==> src/rtl/iic_trig_ctrl.sv <==
// Push-button front-end for the I2C EEPROM master: debounces the write/read keys,
// fires one active-low trigger per press and tracks the transaction to completion.
module iic_trig_ctrl #(
    parameter int DEB_CYCLES     = 1_000_000,
    parameter int TRIG_CYCLES    = 4,
    parameter int TIMEOUT_CYCLES = 2_500_000,
    parameter int CNT_W          = 8
) (
    input  logic             clk_50M,
    input  logic             rst,
    input  logic             key_wr_n,
    input  logic             key_rd_n,
    input  logic             busy,
    input  logic             ack_error,
    output logic             wr_trig,
    output logic             rd_trig,
    output logic             cmd_active,
    output logic             done_pulse,
    output logic             err_flag,
    output logic             timeout_flag,
    output logic [CNT_W-1:0] ok_cnt,
    output logic [CNT_W-1:0] err_cnt
);

    localparam int DEB_W  = $clog2(DEB_CYCLES + 1);
    localparam int TRIG_W = $clog2(TRIG_CYCLES + 1);
    localparam int TO_W   = $clog2(TIMEOUT_CYCLES + 1);

    typedef enum logic [2:0] {
        IDLE,
        TRIG,
        WAIT_BUSY,
        WAIT_DONE,
        DONE
    } state_t;

    // Bit 0 is the write key, bit 1 the read key.
    logic [1:0]            key_raw;
    logic [1:0]            sync1;
    logic [1:0]            sync2;
    logic [1:0]            deb_prev;
    logic [1:0]            deb_state;
    logic [1:0]            deb_state_d;
    logic [1:0][DEB_W-1:0] deb_cnt;
    logic [1:0]            press_evt;

    state_t                state;
    logic [TRIG_W-1:0]     trig_cnt;
    logic [TO_W-1:0]       to_cnt;

    assign key_raw   = {key_rd_n, key_wr_n};
    assign press_evt = deb_state_d & ~deb_state;

    always_ff @(posedge clk_50M or posedge rst) begin
        if (rst) begin
            sync1       <= '1;
            sync2       <= '1;
            deb_prev    <= '1;
            deb_state   <= '1;
            deb_state_d <= '1;
            deb_cnt     <= '0;
        end else begin
            sync1       <= key_raw;
            sync2       <= sync1;
            deb_prev    <= sync2;
            deb_state_d <= deb_state;
            // Any movement of the synced level restarts the stability window.
            for (int k = 0; k < 2; k++) begin
                if (sync2[k] != deb_prev[k]) begin
                    deb_cnt[k] <= '0;
                end else if (deb_cnt[k] == DEB_W'(DEB_CYCLES - 1)) begin
                    if (sync2[k] != deb_state[k]) begin
                        deb_state[k] <= sync2[k];
                    end
                end else begin
                    deb_cnt[k] <= deb_cnt[k] + DEB_W'(1);
                end
            end
        end
    end

    always_ff @(posedge clk_50M or posedge rst) begin
        if (rst) begin
            state        <= IDLE;
            trig_cnt     <= '0;
            to_cnt       <= '0;
            wr_trig      <= 1'b1;
            rd_trig      <= 1'b1;
            cmd_active   <= 1'b0;
            done_pulse   <= 1'b0;
            err_flag     <= 1'b0;
            timeout_flag <= 1'b0;
            ok_cnt       <= '0;
            err_cnt      <= '0;
        end else begin
            done_pulse <= 1'b0;
            case (state)
                IDLE: begin
                    // Write wins a tie; the trigger registers themselves hold the chosen op.
                    if (press_evt[0] || press_evt[1]) begin
                        wr_trig      <= ~press_evt[0];
                        rd_trig      <= press_evt[0];
                        trig_cnt     <= '0;
                        err_flag     <= 1'b0;
                        timeout_flag <= 1'b0;
                        cmd_active   <= 1'b1;
                        state        <= TRIG;
                    end
                end
                TRIG: begin
                    if (trig_cnt == TRIG_W'(TRIG_CYCLES - 1)) begin
                        wr_trig <= 1'b1;
                        rd_trig <= 1'b1;
                        to_cnt  <= '0;
                        state   <= WAIT_BUSY;
                    end else begin
                        trig_cnt <= trig_cnt + TRIG_W'(1);
                    end
                end
                WAIT_BUSY: begin
                    if (to_cnt == TO_W'(TIMEOUT_CYCLES - 1)) begin
                        timeout_flag <= 1'b1;
                        state        <= DONE;
                    end else begin
                        to_cnt <= to_cnt + TO_W'(1);
                        if (busy) begin
                            state <= WAIT_DONE;
                        end
                    end
                end
                WAIT_DONE: begin
                    // ack_error is still valid while the master sits in STOP.
                    if (to_cnt == TO_W'(TIMEOUT_CYCLES - 1)) begin
                        timeout_flag <= 1'b1;
                        state        <= DONE;
                    end else if (!busy) begin
                        err_flag <= ack_error;
                        state    <= DONE;
                    end else begin
                        to_cnt <= to_cnt + TO_W'(1);
                    end
                end
                DONE: begin
                    done_pulse <= 1'b1;
                    cmd_active <= 1'b0;
                    if (err_flag || timeout_flag) begin
                        if (err_cnt != '1) begin
                            err_cnt <= err_cnt + CNT_W'(1);
                        end
                    end else if (ok_cnt != '1) begin
                        ok_cnt <= ok_cnt + CNT_W'(1);
                    end
                    state <= IDLE;
                end
                default: state <= IDLE;
            endcase
        end
    end

endmodule

==> config.mk <==
export PLATFORM = sky130hd
export DESIGN_NAME = iic_trig_ctrl
export DESIGN_NICKNAME = d
export VERILOG_FILES = /design/src/rtl/iic_trig_ctrl.sv
export SDC_FILE = /design/constraint.sdc
export NUM_CORES = 1
export LEC_CHECK = 0
export ABC_AREA = 1
export CAP_MARGIN = 20
export CORE_UTILIZATION = 59
export DETAILED_ROUTE_END_ITERATION = 8
export PLACE_DENSITY = 0.78
export SKIP_CTS_REPAIR_TIMING = 1
export SYNTH_ARGS = -nofsm -noshare
export SYNTH_HDL_FRONTEND = slang
export SYNTH_SLANG_ARGS = --single-unit
==> constraint.sdc <==
create_clock -name clk_50M -period 4.1 [get_ports clk_50M]
set_input_delay 0.41 -clock clk_50M [delete_from_list [all_inputs] [get_ports clk_50M]]
set_output_delay 0.41 -clock clk_50M [all_outputs]
set_load 0.1 [all_outputs]
# == Yosys cells after proc, flatten, opt, wreduce, memory -nomap -nowiden ==
# Cells that the tools add are included.
# totals
latch_bits,0
out_inout_bits,22
ram_bits,0
romBits,0
memories,0
in_bits,6
wordCells,110
reg_bits,100
# classes
add_sub_neg,6
reduce_logical,20
n_shift,0
eq_ne,26
mux,33
bitwise_logic,6
n_lt_le_gt_ge,0
n_mul,0
div,0
# ops
operator,count
$mux W22,4
$mux W20,4
$pmux W22 S3,1
$add A20 B1 Y20 const B,2
$eq A20 B20 Y1 const B,2
$mux W3,8
$add A22 B1 Y22 const B,1
$eq A22 B22 Y1 const B,1
$reduce_and A3 Y1,7
$ne A2 B2 Y1 const B,9
$add A8 B1 Y8 const B,2
$ne A8 B8 Y1 const B,2
$pmux W3 S4,1
$pmux W1 S2,5
$eq A3 B2 Y1 const B,3
$mux W1,9
$reduce_and A4 Y1,2
$reduce_bool A2 Y1,4
$ne A3 B3 Y1 const B,2
$pmux W3 S2,1
$reduce_and A5 Y1,1
$ne A1 B1 Y1,4
$not A1 Y1,4
$add A3 B1 Y3 const B,1
10 further kinds,11

# == Depth between registers and ports, before layout ==
# Gate-level depths: netlist (run 1).
# logic_depth
depth_word,5
mapped_depth,12

# == Least setup slack after synthesis (run 1) ==
# Ideal clock, no wire load.
# synth_timing
kind,register -> register
from,register err_cnt[1]
to,register err_cnt[4]
path_slack_ns,1.931
stages_incl_launch_ff,11
t_arrival_ns,2.047
cell_sequence,dfrtp_1 ha_1 nand3_1 nor2_1 nand3_1 nand2_1 inv_2 nand2_1 nor2_1 nor2_1 nor2_1
# synth_between
elab_chain_cells,2
elab_cells_between_ends,3
cone_classes,add/sub (1); eq/ne (1); reduce/logical (1)
# synth_lines
item,line,source
"start, declared",22,output logic [CNT_W-1:0] err_cnt
"start signal, assigned",148,err_cnt <= err_cnt + CNT_W'(1);
"parallel branches: the longest is 2 deep, another holds $add A8 B1 Y8",n/a,
# Several ways; the timed one is not identified.
# A chain may end at the register's enable or synchronous reset.

# == Worst setup path after layout (run 1) ==
# layout_timing
from,register rd_trig
to,output port rd_trig
# layout_lines
item,line,source
"start, declared",16,"output logic rd_trig,"
"start signal, assigned",102,rd_trig <= press_evt[0];
# No word-level cell between the ends.

==> flow_metrics.py, run 1 <==
metrics = {
    "outcome": {
        "outcome": "complete, no violations",
    },
    "floorplan": {
        "core-area_sq_um": 9280,
        "die_height_um": 100,
        "die_x_um": 100,
        "rows": 35,
        "start_util_pct": 61.1,
        "io_pins": 28,
        "dieArea_sq_um": 10000,
    },
    "place": {
        "place.gp.congestion": 0.939,
        "post-dp-hpwl_mm": 8.45,
        "placedInstanceArea_sq_um": 6050,
        "port_buffers": 27,
    },
    "synth": {
        "ys_seq_area_share_pct": 44.4,
        "syn_area_per_cell_sq_um": 7.19,
        "synthTopCellsByArea": "dfrtp_1 39%, nand2_1 17%, nor2_1 8.1%",
        "synth_commonest_cells": "255 x nand2_1, 123 x nor2_1, 88 x dfrtp_1, 81 x inv_1, 45 x nand3_1",
        "post-synth-top-count-cell": "nand2_1",
        "netlist.area_leader.share_pct": 38.9,
        "synth_flop_cell": "dfrtp_1",
        "syn_area_sq_um": 5670,
        "ys_seq_elements": 100,
        "synth-edff-count": 0,
        "yosys.area.top_type": "dfrtp_1",
        "synthCells": 788,
        "synthArstFlopShare_pct": 100,
        "syn-num-nets": 801,
        "ys_types": 36,
        "yosysWarningCount": 0,
    },
    "clocking": {
        "cts.sinks": 100,
        "cts_tree": "done",
        "clockBufferDepth": 2,
        "numCtsBuffers": 9,
        "clk_pin_slew_ps": 100,
        "clk_latency_ps": 360,
        "clockRootBuffer": "clkbuf_8",
        "htreeDepth": 3,
    },
    "critical_path": {
        "worstPathArrival_ps": 2030,
        "crit_fanout": 2,
        "end_kind": "primary output",
        "critical_path_buf_inv_count": 1,
        "cp-start-kind": "flip-flop",
        "crit_family": "buffers and inverters",
        "path_cells": "clkdlybuf4s50_1",
        "cp_data_required_time_ps": 3690,
        "slowest_stage": "clkdlybuf4s50_1",
        "path_class": "flip-flop to primary output",
        "critPathMaxStageDelay_ps": 1120,
    },
    "timing": {
        "skew_ps": 12.3,
        "setup_violations": 0,
        "relSlewSlack_pct": 34.7,
        "final.setup.tns_ps": 0,
        "slew_violations": 0,
        "final.period_utilization_pct": 59.5,
        "tightest_slew_ps": 976,
        "hold_violations": 0,
        "rsz0062_at_grt": "false",
        "fmax_mhz": 410,
        "post-route-min-period_ps": 2440,
    },
    "route": {
        "routed_wl_mm": 11.5,
        "routedWlPerCell_um": 12.1,
        "drc_errors": 0,
        "first_pass_iters": 5,
        "vias": 5015,
        "drt_iter0_drc": 250,
        "ant_nets": 0,
        "routed_via_density": 5.27,
    },
    "power": {
        "power_switching_mw": 0.381,
        "p_int_mw": 1.38,
        "p_per_area_nw_per_um2": 280,
        "comb_power_share_pct": 3.2,
        "peakVddDrop_mv": 0.259,
        "cellLeakagePower_nw": 2.74,
        "switching_share_pct": 21.7,
        "seqPwrFrac_pct": 57.1,
        "pwr-share-clk_pct": 39.7,
    },
    "grt": {
        "overflow": 0,
        "grt_pass1_wl_mm": 20.6,
        "antenna_found_initial": 0,
        "grt_pass1_vias": 4740,
        "grt_usage_pct": 25.4,
        "grt_max_degree": 45,
    },
    "job": {
        "maxCapViolations": 0,
    },
    "finish": {
        "area_delta_synth_final_pct": 10.8,
        "final_area_sq_um": 6280,
        "layout.nets": 831,
        "antenna_cells": 0,
        "drive_gt1_share_pct": 7.41,
        "num-fill-cells": 825,
    },
    "min_path": {
        "min_path_type": "flip-flop to flip-flop",
    },
}
[cells by family (layout without fill, tap and decap cells)]
logic type	after synthesis	count (layout)	synth area share, %
XOR/XNOR	22	22	3.40
AO/OA/AOI/OAI	67	67	6.40
flip-flops	100	100	44.4
AND/OR/NAND/NOR	495	495	37.3
adder cells (fa/ha/maj)	7	7	1.55
buffers and inverters	97	132	6.98
[stage by stage]
| stage | util, % | hold slack, ps | instances | total power [mW] | setup WS [ps] |
|---|---|---|---|---|---|
| after floorplan | - | 345 | 788 | 1.06 | 1090 |
| after global placement | 65.2 | 347 | 936 | 1.08 | 2060 |
| after detailed placement | 65.2 | 349 | 936 | 1.08 | 2060 |
| after CTS | 67.6 | 364 | 952 | 1.78 | 1630 |
| after global routing | 67.6 | 365 | 952 | 1.83 | 1600 |
| final | 67.6 | 359 | 952 | 1.76 | 1660 |
[area by class of cell]
cell class | count | area [sq um] | area share, %
multi-input cells | 591 | 2760 | 43.9
flip-flops and latches | 100 | 2520 | 40.1
inverters | 86 | 325 | 5.18
repair buffers | 30 | 293 | 4.66
well taps | 129 | 161 | 2.57
clock buffers | 11 | 141 | 2.25
clock inverters | 5 | 83.8 | 1.34
[power by group through the flow]
stage / Clock (mW) / Combinational [mW] / Sequential (mW)
floorplan: 0 / 0.0389 / 1.02
global placement: 0 / 0.0559 / 1.02
detailed placement: 0 / 0.0581 / 1.02
CTS: 0.719 / 0.0584 / 1.00
global route: 0.753 / 0.0676 / 1.00
finish: 0.697 / 0.0565 / 1.00
[routing by layer]
layer | global-route usage [%] | vias to the layer above | part of all wire [%] | routed length [um]
li1 | - | 2553 | - | -
met1 | 32.9 | 2351 | 47 | 5450
met2 | 44.0 | 94 | 48 | 5590
met3 | 4.60 | 17 | 3.3 | 383
met4 | 6.80 | 0 | 0.99 | 114
met5 | 0 | - | 0 | 0
[final timing paths]
check / start / to / slack (ps) / depth (start not counted)
setup reg to reg: sync2[0] / deb_cnt[5] / 2080 / 5
hold reg to reg: sync1[1] / sync2[1] / 360 / 0
min in group asynchronous: rst / deb_cnt[38] / 440 / 2
setup / recovery: rd_trig / rd_trig / 1660 / 1
hold / removal: sync1[1] / sync2[1] / 360 / 0
max in group asynchronous: rst / wr_trig / 2820 / 3
[state kept, by name (all words and copies together) (netlist names), 3 cells and up]
name      count
trig_cnt      3
to_cnt       22
deb_cnt      40
ok_cnt        8
err_cnt       8
state         3
[cells in the final DEF (no fill, tap or decap), drive strengths merged]
cell	n
buf	3
clkdlybuf4s50	27
xnor2	10
nor3	21
nor3b	1
nor4	4
xor2	12
dfrtp	88
clkbuf	11
ha	7
o21bai	1
bufinv	2
o22a	1
clkinv	1
a21oi	25
a31oi	4
a22oi	1
dfstp	12
o31ai	1
o21a	2
nor2	133
inv	86
or2	4
nand4	23
clkinvlp	2
o21ai	31
nand2	261
nand3	48
a211oi	1
(Power assumes the default switching activity.)
==> run 2, diff against run 1 <==
==> constraint.sdc (replaced) <==
create_clock -name clk_50M -period 2.45 [get_ports clk_50M]
set_input_delay 0.245 -clock clk_50M [delete_from_list [all_inputs] [get_ports clk_50M]]
set_output_delay 0.245 -clock clk_50M [all_outputs]
set_load 0.1 [all_outputs]
==> run 2 against run 1 <==
  * Hold slack got worse by 130 ps
  * Count of clock-buffer cells in the layout decreased by 2
  * Clock skew up 3.3 ps
  * Largest power group unchanged
  * Clock power is 65% higher
  * Critical path depth increased by 10
  * Critical endpoint is now to_cnt[16]
  * Power rose by 67%
  * Cell area is essentially flat
==> flow_metrics.py, run 2 (synthesis gave the netlist of run 1 again) <==
metrics = {
    "outcome": {
        "outcome": "complete, no violations",
    },
    "critical_path": {
        "cpMostUsedCell": "nand2_1",
        "path_cells": "ha_1, nand2_2, nor2_4, nand2_2, nor2_4, nand2_2, nand2_1, nand2_1, nand3_2, nand2_1, nand2_1",
        "r2r-end": "to_cnt[16]",
        "reg2reg_depth": 11,
        "path_class": "flip-flop to flip-flop",
        "critical_path_buf_inv_count": 0,
        "end_kind": "flip-flop",
        "crit_fanout": 22,
        "cp-start-kind": "flip-flop",
        "r2r_start": "to_cnt[0]",
        "critPathMaxStageDelay_ps": 460,
        "slowest_stage": "dfrtp_1",
        "rrSetupSlack_ps": 470,
        "worstPathArrival_ps": 2240,
        "cp_data_required_time_ps": 2710,
        "crit_family": "simple AND/OR/NAND/NOR gates",
    },
    "job": {
        "maxCapViolations": 0,
    },
    "floorplan": {
        "io_pins": 28,
        "dieArea_sq_um": 10000,
        "core-area_sq_um": 9280,
        "start_util_pct": 61.1,
        "rows": 35,
        "die_x_um": 100,
        "die_height_um": 100,
    },
    "grt": {
        "grt_use_met3_pct": 4.32,
        "grt_pass1_vias": 4914,
        "overflow": 0,
        "grt_usage_pct": 26.4,
        "grt_use_met1_pct": 34.6,
        "grt_pass1_wl_mm": 21.3,
        "busiest_layer": "met2",
        "antenna_found_initial": 0,
        "grt_max_degree": 29,
        "grtUsageMet2_pct": 45.1,
    },
    "clocking": {
        "clk_pin_slew_ps": 110,
        "clockRootBuffer": "clkbuf_8",
        "cts_tree": "done",
        "clockBufferDepth": 2,
        "cts.sinks": 100,
        "numCtsBuffers": 9,
        "htreeDepth": 3,
        "clk_latency_ps": 380,
    },
    "route": {
        "routed_wl_mm": 12.0,
        "routedWlPerCell_um": 12.5,
        "drt_iter0_drc": 284,
        "drc_errors": 0,
        "first_pass_iters": 5,
        "vias": 5103,
        "routed_via_density": 5.34,
        "ant_nets": 0,
    },
    "power": {
        "cellLeakagePower_nw": 2.81,
        "peakVddDrop_mv": 0.315,
        "p_per_area_nw_per_um2": 467,
    },
    "finish": {
        "post-route-util_pct": 67.6,
        "area_delta_synth_final_pct": 10.8,
        "drive_gt1_share_pct": 10.6,
        "final_common_cell": "nand2_1",
        "layout.nets": 835,
        "num-fill-cells": 781,
        "final_cell_mix": "255 x nand2_1, 123 x nor2_1, 88 x dfrtp_1",
        "antenna_cells": 0,
        "largest_register": "deb_cnt",
        "largest_reg_flops": 40,
        "largest_registers": "deb_cnt: 40 flops, to_cnt: 22 flops",
    },
    "timing": {
        "final.setup.tns_ps": 0,
        "skew_ps": 15.5,
        "post-route-min-period_ps": 1980,
        "hold_violations": 0,
        "fmax_mhz": 506,
        "tightest_slew_ps": 578,
        "setup_violations": 0,
        "final.period_utilization_pct": 80.7,
        "rsz0062_at_grt": "false",
        "slew_violations": 0,
        "relSlewSlack_pct": 61.0,
    },
    "place": {
        "post-dp-hpwl_mm": 8.86,
        "port_buffers": 27,
        "place.gp.congestion": 0.875,
    },
    "min_path": {
        "min_path_type": "primary input to async pin",
    },
}
-- run 2: cell count changes in the layout (fill, tap and decap cells not counted), sizes merged --
cell | before | now
clkbuf | 11 | 9
clkinvlp | 2 | 1
clkinv | 1 | 5
clkdlybuf4s50 | 27 | 5
bufinv | 2 | 1
buf | 3 | 29
-- run 2: worst reg2reg max path: cells and delay by family (launching register included) --
family	cells	cell delay, ps
adder cells (fa/ha/maj)	1	260
flip-flops	1	460
AND/OR/NAND/NOR	10	1140
-- run 2: area by class of cell --
cell class | count | area (sq um) | area share [%]
timing repair buffer | 34 | 293 | 4.66
clock buffer | 9 | 124 | 1.97
inverter | 86 | 327 | 5.20
multi-input combinational | 591 | 2760 | 43.9
sequential | 100 | 2520 | 40.1
tap | 129 | 161 | 2.57
clock inverter | 7 | 103 | 1.63
-- run 2: how the worst max path moves through the flow --
stage	cells after the start	end	slack [ps]	start
after global routing	11	to_cnt[16]	320	to_cnt[0]
after floorplan	10	err_cnt[4]	280	err_cnt[1]
after global placement	11	to_cnt[0]	600	to_cnt[0]
final	11	to_cnt[16]	470	to_cnt[0]
after detailed placement	11	to_cnt[19]	500	to_cnt[0]
after CTS	11	to_cnt[16]	480	to_cnt[0]
-- run 2: power by group --
group	internal [mW]	switching, mW	leakage (nW)
clock	0.507	0.642	0.113
sequential	1.67	0.0113	1.35
combinational	0.0352	0.0690	1.35
-- run 2: per-layer routing --
layer | part of all wire, % | vias to the layer above
met5 | 0 | -
met1 | 45 | 2362
met3 | 5.2 | 10
li1 | - | 2572
met2 | 48 | 159
met4 | 1.0 | 0
-- run 2: stage by stage --
step | hold slack (ps) | power (mW) | instance area [sq um] | cells | setup WS, ps
floorplan | 249 | 1.77 | 5670 | 788 | 281
global placement | 346 | 1.81 | 6050 | 940 | 598
detailed placement | 347 | 1.82 | 6050 | 940 | 503
CTS | 247 | 2.95 | 6280 | 956 | 475
global route | 263 | 3.05 | 6280 | 956 | 320
finish | 228 | 2.93 | 6280 | 956 | 473
==> run 3, diff against run 2 <==
--- a/config.mk
+++ b/config.mk
@@ -7,9 +7,9 @@
 export LEC_CHECK = 0
 export ABC_AREA = 1
 export CAP_MARGIN = 20
-export CORE_UTILIZATION = 59
+export CORE_UTILIZATION = 55
 export DETAILED_ROUTE_END_ITERATION = 8
-export PLACE_DENSITY = 0.78
+export PLACE_DENSITY = 0.77
 export SKIP_CTS_REPAIR_TIMING = 1
 export SYNTH_ARGS = -nofsm -noshare
 export SYNTH_HDL_FRONTEND = slang
==> constraint.sdc (replaced) <==
create_clock -name clk_50M -period 1.75 [get_ports clk_50M]
set_input_delay 0.175 -clock clk_50M [delete_from_list [all_inputs] [get_ports clk_50M]]
set_output_delay 0.175 -clock clk_50M [all_outputs]
set_load 0.1 [all_outputs]
==> run 3 against run 2 <==
  * Wire length increased by 4.3%
  * Sequential share of layout area fell by 1.4 points
  * Count of clock-buffer cells in the layout unchanged
  * Non-clock buffer count grew 14
  * Largest power group unchanged
  * Critical path type unchanged
  * Sequential power up 40%
  * Worst setup slack got worse by 410 ps
  * Cell area increased by 4.4%
  * Utilization down 1.2 points
==> flow_metrics.py, run 3 (synthesis gave the netlist of run 1 again) <==
metrics = {
    "finish": {
        "multi_input_area_sq_um": 2850,
        "area_delta_synth_final_pct": 15.7,
        "layout.nets": 850,
        "drive_gt1_share_pct": 15.4,
        "num-fill-cells": 825,
        "ff_latch_area_sq_um": 2530,
        "final_cell_mix": "251 x nand2_1, 118 x nor2_1, 80 x inv_1",
        "largest_reg_flops": 40,
        "largest_register": "deb_cnt",
        "largest_registers": "deb_cnt: 40 flops, to_cnt: 22 flops",
        "antenna_cells": 0,
        "final_common_cell": "nand2_1",
    },
    "grt": {
        "grt_pass1_wl_mm": 21.6,
        "antenna_found_initial": 0,
        "grt_usage_pct": 24.3,
        "overflow": 0,
        "grt_max_degree": 101,
        "grt_pass1_vias": 4959,
    },
    "floorplan": {
        "io_pins": 28,
        "die_height_um": 104,
        "dieArea_sq_um": 10700,
        "core-area_sq_um": 9860,
        "rows": 36,
        "die_x_um": 104,
        "start_util_pct": 57.5,
    },
    "route": {
        "drc_errors": 0,
        "routed_via_density": 5.41,
        "first_pass_iters": 5,
        "ant_nets": 0,
        "routedWlPerCell_um": 12.8,
        "vias": 5273,
        "routed_wl_mm": 12.5,
        "drt_iter0_drc": 340,
    },
    "clocking": {
        "clk_latency_ps": 390,
        "clockRootBuffer": "clkbuf_8",
        "clk_pin_slew_ps": 100,
        "cts_tree": "done",
        "clockBufferDepth": 2,
        "htreeDepth": 3,
        "cts.sinks": 100,
        "numCtsBuffers": 9,
    },
    "timing": {
        "tightest_slew_ps": 519,
        "slew_violations": 0,
        "setup_violations": 0,
        "relSlewSlack_pct": 65.4,
        "fmax_mhz": 593,
        "skew_ps": 9.71,
        "final.setup.tns_ps": 0,
        "final.period_utilization_pct": 96.4,
        "post-route-min-period_ps": 1690,
        "hold_violations": 0,
    },
    "critical_path": {
        "worstPathArrival_ps": 1970,
        "cp_data_required_time_ps": 2030,
        "crit_fanout": 6,
        "end_kind": "flip-flop",
        "reg2reg_depth": 9,
        "cp-start-kind": "flip-flop",
        "path_class": "flip-flop to flip-flop",
    },
    "outcome": {
        "outcome": "complete, no violations",
    },
    "power": {
        "cellLeakagePower_nw": 2.89,
        "pwr-share-clk_pct": 39.5,
        "seqPwrFrac_pct": 57.0,
        "peakVddDrop_mv": 0.770,
        "p_int_mw": 3.10,
        "switching_share_pct": 24.9,
        "power_switching_mw": 1.03,
        "comb_power_share_pct": 3.6,
        "power_mw": 4.13,
        "p_per_area_nw_per_um2": 629,
    },
    "place": {
        "port_buffers": 27,
        "place.gp.congestion": 0.929,
        "post-dp-hpwl_mm": 8.75,
    },
    "min_path": {
        "hold_depth": 1,
        "min_path_type": "primary input to flip-flop",
    },
    "job": {
        "maxCapViolations": 0,
    },
}
==> run 3: cell types whose count changed in the layout (fill, tap and decap cells not counted), sizes merged <==
cell	before	now
nor2	133	134
buf	29	43
==> run 3: layout make-up <==
type,instances,share of cell area [%]
repair buffers,48,6.83
flip-flops and latches,100,38.7
clock buffers,9,1.89
multi-input cells,592,43.5
clock inverters,7,1.64
well taps,133,2.54
inverters,86,4.98
==> run 3: per-stage QoR <==
step / std cells / instance area [sq um] / util [%] / setup slack [ps] / hold WS, ps
2_1_floorplan: 788 / 5720 / - / -23.8 / 179
5_1_grt: 975 / 6560 / 66.5 / -82.9 / 169
3_5_place_dp: 951 / 6200 / 62.8 / -111 / 348
6_report: 975 / 6560 / 66.5 / 62.8 / 184
3_3_place_gp: 951 / 6200 / 62.8 / 66.0 / 347
4_1_cts: 967 / 6430 / 65.2 / -111 / 165
==> run 3: final timing paths <==
| path | slack, ps | end | from |
|---|---|---|---|
| max | 60 | to_cnt[12] | to_cnt[12] |
| max reg2reg | 60 | to_cnt[12] | to_cnt[12] |
| min reg2reg | 360 | sync2[1] | sync1[1] |
| min | 180 | sync1[1] | key_rd_n |
| min in group asynchronous | 260 | deb_cnt[33] | rst |
| max in group asynchronous | 1050 | ok_cnt[1] | rst |
==> run 3: critical path, stage by stage (launching register included) <==
cell and delay, ps:
dfrtp_1 490, nor2_2 200, nand2_1 90, nor2_1 190, nand4_2 160, nand2_2 150, nor2_4 60, buf_4 150
nand2_1 60, nand2_1 50
==> run 3: routing by layer <==
metal,wire (um),GRT usage (%)
met4,253,9.11
met1,5460,30.7
met3,702,4.47
met2,6080,41.3
met5,0,0
==> run 3: power groups by stage <==
stage,combinational (mW),sequential (mW),clock [mW]
floorplan,0.0916,2.39,0
global placement,0.139,2.39,0
detailed placement,0.144,2.39,0
CTS,0.144,2.35,1.68
global route,0.168,2.35,1.75
finish,0.147,2.35,1.63
